<file path="config.mk">
export PLATFORM = sky130hd
export DESIGN_NAME = blood_bank_allocator
export DESIGN_NICKNAME = d
export VERILOG_FILES = /design/src/rtl/blood_pkg.sv /design/src/rtl/blood_inventory.sv /design/src/rtl/blood_bank_allocator.sv
export SDC_FILE = /design/constraint.sdc
export NUM_CORES = 1
export LEC_CHECK = 0
export BUFFER_PORTS_ARGS = -buffer_cell sky130_fd_sc_hd__clkbuf_2
export CAP_MARGIN = 20
export CORE_ASPECT_RATIO = 0.75
export CORE_MARGIN = 1.5
export CORE_UTILIZATION = 45
export DETAILED_ROUTE_END_ITERATION = 8
export GPL_ROUTABILITY_DRIVEN = 0
export RECOVER_POWER = 50
export SYNTH_ARGS = -nofsm -noshare
export SYNTH_HDL_FRONTEND = slang
export SYNTH_SLANG_ARGS = --single-unit
</file>
<file path="constraint.sdc">
create_clock -name clk -period 4.96 [get_ports clk]
set_clock_uncertainty 0.05 [all_clocks]
set_input_delay 0.744 -clock clk [delete_from_list [all_inputs] [get_ports clk]]
set_output_delay 0.744 -clock clk [all_outputs]
set_load 0.005 [all_outputs]
</file>
<file path="src/rtl/blood_pkg.sv">
// Shared encodings for the blood-bank allocator: ABO/Rh type codes, FSM states and the
// donor/recipient compatibility rule (a donor may not carry an antigen the recipient lacks).
package blood_pkg;

   localparam int NUM_TYPES = 8;

   // bit2 = B antigen, bit1 = A antigen, bit0 = Rh+
   typedef enum logic [2:0] {
      BT_O_NEG  = 3'd0,
      BT_O_POS  = 3'd1,
      BT_A_NEG  = 3'd2,
      BT_A_POS  = 3'd3,
      BT_B_NEG  = 3'd4,
      BT_B_POS  = 3'd5,
      BT_AB_NEG = 3'd6,
      BT_AB_POS = 3'd7
   } blood_type_t;

   typedef enum logic [1:0] {
      ST_IDLE,
      ST_SCAN,
      ST_RESP
   } state_t;

   function automatic logic blood_compat(input logic [2:0] donor, input logic [2:0] recip);
      return (donor & ~recip) == 3'b000;
   endfunction

endpackage

</file>
<file path="src/rtl/blood_inventory.sv">
// Bank of saturating per-type unit counters; 1-cycle update, overflow is a registered pulse.
// Increment and decrement on the same type cancel, so a unit donated mid-scan can be granted.
module blood_inventory
   import blood_pkg::*;
#(
   parameter int CNT_W = 8
) (
   input  logic                                clk,
   input  logic                                rst_n,
   input  logic                                inc_vld,
   input  logic [2:0]                          inc_type,
   input  logic                                dec_vld,
   input  logic [2:0]                          dec_type,
   output logic                                ovf_o,
   output logic [NUM_TYPES-1:0][CNT_W-1:0]     cnt_o
);

   localparam logic [CNT_W-1:0] CNT_MAX = '1;

   logic [NUM_TYPES-1:0][CNT_W-1:0] cnt_q, cnt_d;
   logic [NUM_TYPES-1:0]            inc_hit, dec_hit;
   logic                            ovf_q, ovf_d;

   always_comb begin
      cnt_d   = cnt_q;
      ovf_d   = 1'b0;
      inc_hit = '0;
      dec_hit = '0;
      for (int t = 0; t < NUM_TYPES; t++) begin
         inc_hit[t] = inc_vld && (inc_type == 3'(t));
         dec_hit[t] = dec_vld && (dec_type == 3'(t));
         if (inc_hit[t] && !dec_hit[t]) begin
            if (cnt_q[t] == CNT_MAX) ovf_d = 1'b1;
            else                     cnt_d[t] = cnt_q[t] + 1'b1;
         end else if (dec_hit[t] && !inc_hit[t]) begin
            cnt_d[t] = cnt_q[t] - 1'b1;
         end
      end
   end

   always_ff @(posedge clk or negedge rst_n) begin
      if (!rst_n) begin
         cnt_q <= '0;
         ovf_q <= 1'b0;
      end else begin
         cnt_q <= cnt_d;
         ovf_q <= ovf_d;
      end
   end

   assign cnt_o = cnt_q;
   assign ovf_o = ovf_q;

endmodule

</file>
<file path="src/rtl/blood_bank_allocator.sv">
// Per-type blood inventory with a descending compatibility scan: 1..R+1 cycles accept-to-response,
// response held until rsp_ready, no new request taken outside IDLE. Optional stats: BLOOD_ALLOC_STATS_EN.
module blood_bank_allocator
   import blood_pkg::*;
#(
   parameter int CNT_W      = 8,
   parameter int LOW_THRESH = 2
) (
   input  logic        clk,
   input  logic        rst_n,
   input  logic        don_valid,
   input  logic [2:0]  don_type,
   output logic        don_overflow,
   input  logic        req_valid,
   input  logic [2:0]  req_type,
   output logic        req_ready,
   output logic        rsp_valid,
   input  logic        rsp_ready,
   output logic        rsp_grant,
   output logic [2:0]  rsp_type,
   output logic [7:0]  low_stock
`ifdef BLOOD_ALLOC_STATS_EN
   ,
   output logic [15:0] stat_grants,
   output logic [15:0] stat_denials
`endif
);

   localparam logic [CNT_W-1:0] LOW_TH = CNT_W'(LOW_THRESH);

   logic [NUM_TYPES-1:0][CNT_W-1:0] cnt;
   state_t      state_q;
   logic [2:0]  recip_q, idx_q, rsp_type_q;
   logic        rsp_valid_q, rsp_grant_q;
   logic        avail, dec_vld;

   // A donation landing on the candidate this cycle counts as stock.
   assign avail   = (cnt[idx_q] != '0) || (don_valid && (don_type == idx_q));
   assign dec_vld = (state_q == ST_SCAN) && blood_compat(idx_q, recip_q) && avail;

   blood_inventory #(.CNT_W(CNT_W)) u_inv (
      .clk      (clk),
      .rst_n    (rst_n),
      .inc_vld  (don_valid),
      .inc_type (don_type),
      .dec_vld  (dec_vld),
      .dec_type (idx_q),
      .ovf_o    (don_overflow),
      .cnt_o    (cnt)
   );

   always_ff @(posedge clk or negedge rst_n) begin
      if (!rst_n) begin
         state_q     <= ST_IDLE;
         recip_q     <= 3'b000;
         idx_q       <= 3'b000;
         rsp_valid_q <= 1'b0;
         rsp_grant_q <= 1'b0;
         rsp_type_q  <= 3'b000;
      end else begin
         case (state_q)
            ST_IDLE: begin
               if (req_valid) begin
                  recip_q <= req_type;
                  idx_q   <= req_type;
                  state_q <= ST_SCAN;
               end
            end
            ST_SCAN: begin
               if (dec_vld) begin
                  rsp_grant_q <= 1'b1;
                  rsp_type_q  <= idx_q;
                  rsp_valid_q <= 1'b1;
                  state_q     <= ST_RESP;
               end else if (idx_q == 3'b000) begin
                  rsp_grant_q <= 1'b0;
                  rsp_type_q  <= 3'b000;
                  rsp_valid_q <= 1'b1;
                  state_q     <= ST_RESP;
               end else begin
                  idx_q <= idx_q - 3'd1;
               end
            end
            ST_RESP: begin
               if (rsp_ready) begin
                  rsp_valid_q <= 1'b0;
                  rsp_grant_q <= 1'b0;
                  rsp_type_q  <= 3'b000;
                  state_q     <= ST_IDLE;
               end
            end
            default: state_q <= ST_IDLE;
         endcase
      end
   end

   assign req_ready = (state_q == ST_IDLE);
   assign rsp_valid = rsp_valid_q;
   assign rsp_grant = rsp_grant_q;
   assign rsp_type  = rsp_type_q;

   always_comb begin
      low_stock = '0;
      for (int t = 0; t < NUM_TYPES; t++) low_stock[t] = (cnt[t] <= LOW_TH);
   end

`ifdef BLOOD_ALLOC_STATS_EN
   logic [15:0] grants_q, denials_q;

   always_ff @(posedge clk or negedge rst_n) begin
      if (!rst_n) begin
         grants_q  <= 16'h0000;
         denials_q <= 16'h0000;
      end else if ((state_q == ST_RESP) && rsp_ready) begin
         if (rsp_grant_q && (grants_q != 16'hFFFF))        grants_q  <= grants_q + 16'd1;
         else if (!rsp_grant_q && (denials_q != 16'hFFFF)) denials_q <= denials_q + 16'd1;
      end
   end

   assign stat_grants  = grants_q;
   assign stat_denials = denials_q;
`endif

endmodule

</file>
### After elaboration in Yosys (flattened, before gate mapping)

Index checks and enable logic that the tools add are counted.

| word-level totals | value |
|---|---|
| bits in registers | 78 |
| output and inout port bits | 15 |
| input port bits | 11 |

| operators by class | value |
|---|---|
| $lt $le $gt $ge | 9 |
| muxes and demuxes | 62 |
| bitwise operators | 2 |
| reduce and logical (&&, ||, !) cells | 79 |
| add/subtract/negate cells | 17 |
| eq/ne operators | 38 |

Operators by type and width:

| kind | number |
|---|---|
| $mux W8 | 25 |
| $add A8 B1 Y8 const B | 8 |
| $eq A8 B8 Y1 const B | 8 |
| $le A8 B2 Y1 const B | 8 |
| $sub A8 B1 Y8 const B | 8 |
| $logic_and A1 B1 Y1 | 35 |
| $bmux W8 S3 | 1 |
| $eq A3 B3 Y1 const B | 8 |
| $ne A2 B2 Y1 const B | 12 |
| $mux W1 | 21 |
| $reduce_bool A2 Y1 | 10 |
| $mux W3 | 6 |
| $reduce_and A2 Y1 | 9 |
| $logic_not A1 Y1 | 16 |
| $eq A3 B2 Y1 const B | 4 |
| $pmux W3 S2 | 2 |
| $logic_not A3 Y1 | 3 |
| $mux W2 | 4 |
| $reduce_bool A8 Y1 | 1 |
| $eq A3 B1 Y1 const B | 2 |
| $pmux W2 S3 | 1 |
| $reduce_and A3 Y1 | 2 |
| $lt A3 B4 Y1 const B | 1 |
| $pmux W1 S2 | 2 |
| 10 further kinds | 10 |

### Depth between registers and ports, before layout

| depth | value |
|---|---|
| depth in word-level cells | 23 |
| gate-level depth with buffers | 16 |
| mapped depth without buffers | 15 |

### Hierarchy

A second synthesis with hierarchy kept.

| unflattened totals | value |
|---|---|
| cells, all modules | 629 |
| area, all modules | 6088.3 um^2 |

Modules (own cells, without submodules):

| module | times used | area each (um^2) | sequential area each (um^2) | cells an instance |
|---|---|---|---|---|
| blood_inventory | 1 | 4981.0 | 1626.6 | 504 |
| blood_bank_allocator | 1 | 1107.3 | 325.3 | 125 |

### Worst setup path before layout

No wires, ideal clock.

| timing path | value |
|---|---|
| path type | register -> register |
| start | register idx_q[0] |
| end | register u_inv.cnt_q, in the netlist u_inv.cnt_o[7] |
| path slack | 1.125 ns |
| arrival | 3.660 ns |
| required time | 4.785 ns |
| cell stages (with the launch flop) | 16 |
| setup time | 0.125 ns |
| cells stage by stage | dfrtp_1 > buf_6 > nor4b_1 > nand3_1 > a32oi_1 > a21oi_4 > o21ai_4 > nand2_1 > ha_1 > a21o_1 > a21oi_1 > o21bai_1 > a2111o_1 > and3_1 > mux2_2 > mux2_2 |

| on the way | value |
|---|---|
| longest elaborated chain between the ends | 10 |
| elaborated cells between the ends (all ways) | 19 |
| classes of those cells | 2 x eq/ne; 3 x mux; 1 x bitwise; 13 x reduce/logical |

Ends and longest elaborated chain:

| what | RTL line | source |
|---|---|---|
| start: declaration | blood_bank_allocator.sv:33 | `logic [2:0] recip_q, idx_q, rsp_type_q;` |
| start signal: assignment | blood_bank_allocator.sv:65 | `idx_q <= req_type;` |
| start signal: assignment | blood_bank_allocator.sv:81 | `idx_q <= idx_q - 3'd1;` |
| $bmux W8 S3 | blood_bank_allocator.sv:38 | `assign avail = (cnt[idx_q] != '0) \|\| (don_valid && (don_type == idx_q));` |
| $mux W8 (implied by the code) | blood_bank_allocator.sv:38 |  |
| $reduce_bool A8 Y1 | blood_bank_allocator.sv:38 |  |
| $logic_or A1 B1 Y1 | blood_bank_allocator.sv:38 |  |
| $logic_and A1 B1 Y1 | blood_bank_allocator.sv:39 | `assign dec_vld = (state_q == ST_SCAN) && blood_compat(idx_q, recip_q) && avail;` |
| $logic_and A1 B1 Y1 * | blood_inventory.sv:31 | `dec_hit[t] = dec_vld && (dec_type == 3'(t));` |
| $logic_not A1 Y1 | blood_inventory.sv:32 | `if (inc_hit[t] && !dec_hit[t]) begin` |
| $logic_and A1 B1 Y1 | blood_inventory.sv:32 |  |
| $ne A2 B2 Y1 (no source line) / $reduce_bool A2 Y1 (equally long branches) | - |  |
| $reduce_and A2 Y1 (no source line) | - |  |
| end signal: assignment | blood_inventory.sv:46 | `cnt_q <= cnt_d;` |
| end: declaration | blood_inventory.sv:20 | `logic [NUM_TYPES-1:0][CNT_W-1:0] cnt_q, cnt_d;` |

Mark *: on every way between the ends. The rest lies on a longest branch, timed or not. The select of a mux whose other input is x is not followed.
A chain may end at the register's enable or synchronous reset.

### Worst setup path in the final report

| timing path | value |
|---|---|
| start | register idx_q[0] |
| end | register u_inv.cnt_q, in the netlist u_inv.cnt_o[39] |

The elaborated chain is that of the path after synthesis.

==> metrics.md <==
| Metric | Value |
|---|---|
| Worst EP arrival | 4.76 ns |
| Antenna violations before repair | 0 |
| Setup ws final | 0.382 ns |
| Count of pins over their slew limit | 64 |
| I/O pin total | 26 |
| CTS sink cnt | 78 |
| Hold Vio Cnt, Final | 0 |
| Most common cell in the netlist | dfrtp_1 |
| Net Count, Synth | 671 |
| Buffer and inverter count on the worst path | 1 |
| Post-synth top area share | 32.2% |
| Rows | 36 |
| N_diodes | 0 |
| Pre-CTS WS | 0.430 ns |
| Syn Inst Count | 596 |
| Failing checks | max-capacitance violations, max-slew violations |
| Fin Hold WS | 0.449 ns |
| Setup TNS | 0 ns |
| Worst Setup Start Kind | flop |
| Vias in the first global route | 4,538 |
| Maximum number of pins on one net before global-route repair | 79 |
| Final std cells w/o fill | 802 |
| Layout cell share with drive strength beyond 1 | 18.5% |
| Clock Tree Root | clkbuf_16 |
| Post-CTS setup buffer count | 0 |
| Slowest-stage cell, CP | dfrtp_1 |
| Final period util | 92.3% |
| Largest cells by area after synthesis | dfrtp_1, ha_1, mux2_2, xnor2_1, a21oi_1 |
| EDFF count, synth | 0 |
| Worst Hold Launch | u_inv.cnt_o[47] |
| Max_cap viols | 1 |
| Routed WL | 13.3 mm |
| Total Routing Usage GR | 20.3% |
| CTS tree | done |
| Core Footprint | 13,100 um^2 |
| Syn avg cell area | 10.2 um^2 |
| Crit Path Max Fanout | 14 |
| Worst IR Drop VDD | 0.324 mV |
| Area grow syn2layout | 10.0% |
| Worst R2R Setup Slack | 0.38 ns |
| Top FF cell, synth | dfrtp_1 |
| Fin nets | 702 |
| Die area | 14,200 um^2 |
| Post-DP Area | 6380 um^2 |
| Chip height | 104 um |
| DRC errors left | 0 |
| Number of I/O port buffers | 25 |
| Gr ovfl total | 0 |
| Hold Crit Class | reg -> reg |
| Worst setup EP type | flop |
| Via count | 4,596 |
| Flops & latches, synth | 78 |
| Clk_lat worst skew | 0.35 ns |
| Area leader, netlist | dfrtp_1 |
| Post-DRT Antenna Nets | 0 |
| Leakage power | 0.00285 uW |
| RSZ-0062 raised after global routing | false |
| Drt initial violations | 248 |
| Drt pass-1 iters | 4 |
| FF-to-FF Start | idx_q[0] |
| Worst-case clock buffer depth | 2 |
| Starting Density | 46.4% |
| Netlist cell types | 60 |
| Worst hold stages | 1 |
| Final instance area | 6670 um^2 |
| Post-synth ARST share | 100% |
| # setup viols final | 0 |
| Slowest Stage Delay on Critical Path | 0.57 ns |
| YS warnings | 0 |
| Htree depth | 3 |
| Avg Vias per Cell | 5.73 |
| Status | finished with violations |
| Register area share after synthesis | 32.2% |
| Setup CP Type | reg -> reg |
| Post-CTS Resized | 0 |
| WP data required | 5.14 ns |
| Synth Cell Area | 6060 um^2 |
| Tightest Pin Transition | 2.93 ns |
| Maximum clock rate | 218 MHz |
| Post-synth top cells | dfrtp_1, ha_1, mux2_2 |
| Post-DP HPWL | 9.95 mm |
| Reg2reg end | u_inv.cnt_o[39] |
| Path depth of the worst reg2reg path | 14 |
| Minimum clock period | 4.58 ns |
| Total CTS buffers | 9 |
| Hold endpoint | u_inv.cnt_o[47] |
| Post-placement cell count | 786 |
| Crit-path cells | inv_2 -> mux4_2 -> a21boi_4 -> a21oi_4 -> o2111ai_4 -> nand2_1 -> ha_1 -> a21o_1 -> a21oi_1 -> o21bai_1 -> a2111oi_0 -> or2_2 -> nor4bb_1 -> a211oi_1 |
| Wire per inst | 16.6 um |
| DIE WIDTH | 137 um |
| Reg clk slew, reported paths | 0.06 ns |
| Relative slew margins | -95.2% |
| CP top delay family | compound AO/OA/AOI/OAI gates |
| Hold buffers post-CTS | 0 |
| Power density cells | 669 nW/um^2 |
| First-pass GRT wire length | 22.7 mm |
metrics by stage:
step	power, uW	utilization, %
floorplan	3280	-
global placement	3710	48.8
detailed placement	3790	48.8
CTS	4490	51.0
global route	4880	51.1
finish	4470	51.1
cell families after synthesis:
kind of cell	count (synthesis)	share of synthesized area, %
XOR/XNOR	57	8.23
multiplexers	67	12.8
adder cells (fa/ha/maj)	64	14.2
buffers and inverters	31	2.15
AO/OA/AOI/OAI	128	15.5
AND/OR/NAND/NOR	171	15.0
flip-flops	78	32.2
sequential cells by signal, summed over array words and instances, names as in the netlist:
register / count
u_inv.ovf_o: 1
rsp_grant: 1
recip_q: 3
u_inv.cnt_o: 64
state_q: 2
rsp_type: 3
rsp_valid: 1
idx_q: 3
routing by layer:
layer  GRT usage (%)  vias to the layer above  share of wire [%]
li1                -                     2265                  -
met1            29.8                     2244                 51
met2            29.2                       67                 44
met3            4.06                       20                3.0
met4            7.44                        0                1.9
met5               0                        -                  0
worst max-delay path by stage:
stage                     depth (start not counted)  slack [ns]              end     start
after floorplan                                  15        1.13   u_inv.cnt_o[7]  idx_q[0]
after global placement                           14        0.56  u_inv.cnt_o[39]  idx_q[0]
after detailed placement                         14        0.43  u_inv.cnt_o[39]  idx_q[0]
after CTS                                        14        0.42  u_inv.cnt_o[39]  idx_q[0]
after global routing                             14        0.13  u_inv.cnt_o[39]  idx_q[0]
final                                            14        0.38  u_inv.cnt_o[39]  idx_q[0]
cell type report:
cell class	count	area [um^2]
Multi-Input combinational cell	487	3980
Clock inverter	5	50.0
Fill cell	1178	6390
Sequential cell	78	1950
Timing Repair Buffer	28	148
Inverter	23	86.3
Tap cell	171	214
Clock buffer	10	239
report_power, final:
group / leakage, uW / switching (uW) / internal, uW / total (uW)
Sequential: 0.000939 / 410 / 953 / 1360
Clock: 0.000148 / 264 / 397 / 661
Combinational: 0.00176 / 1210 / 1230 / 2440
Total: 0.00285 / 1890 / 2580 / 4470
cell usage in the layout (no fill, tap or decap), types with 3 or more instances in the layout:
| cell | count |
|---|---|
| xor2_1 | 10 |
| a21oi_1 | 40 |
| mux2_2 | 53 |
| o21bai_1 | 12 |
| inv_1 | 22 |
| clkbuf_1 | 3 |
| a2bb2oi_1 | 3 |
| nor2_1 | 42 |
| and3_1 | 9 |
| clkinv_2 | 4 |
| a211oi_1 | 11 |
| nor2b_1 | 8 |
| a211oi_2 | 4 |
| nor2_2 | 3 |
| nor4_1 | 8 |
| nand2b_1 | 7 |
| nand2_1 | 28 |
| mux2i_1 | 11 |
| o41ai_1 | 5 |
| nand3_1 | 10 |
| nand4_1 | 17 |
| a21o_1 | 22 |
| xnor2_1 | 47 |
| o21a_1 | 5 |
| clkbuf_16 | 9 |
| dfrtp_1 | 78 |
| nor3b_1 | 4 |
| ha_1 | 56 |
| fa_1 | 8 |
| clkbuf_2 | 21 |
| nor2_4 | 3 |
| nor3_1 | 14 |
| and4_1 | 3 |
| or2_2 | 6 |
| o21ai_0 | 6 |
No activity file was read; power rests on OpenSTA's default activity.
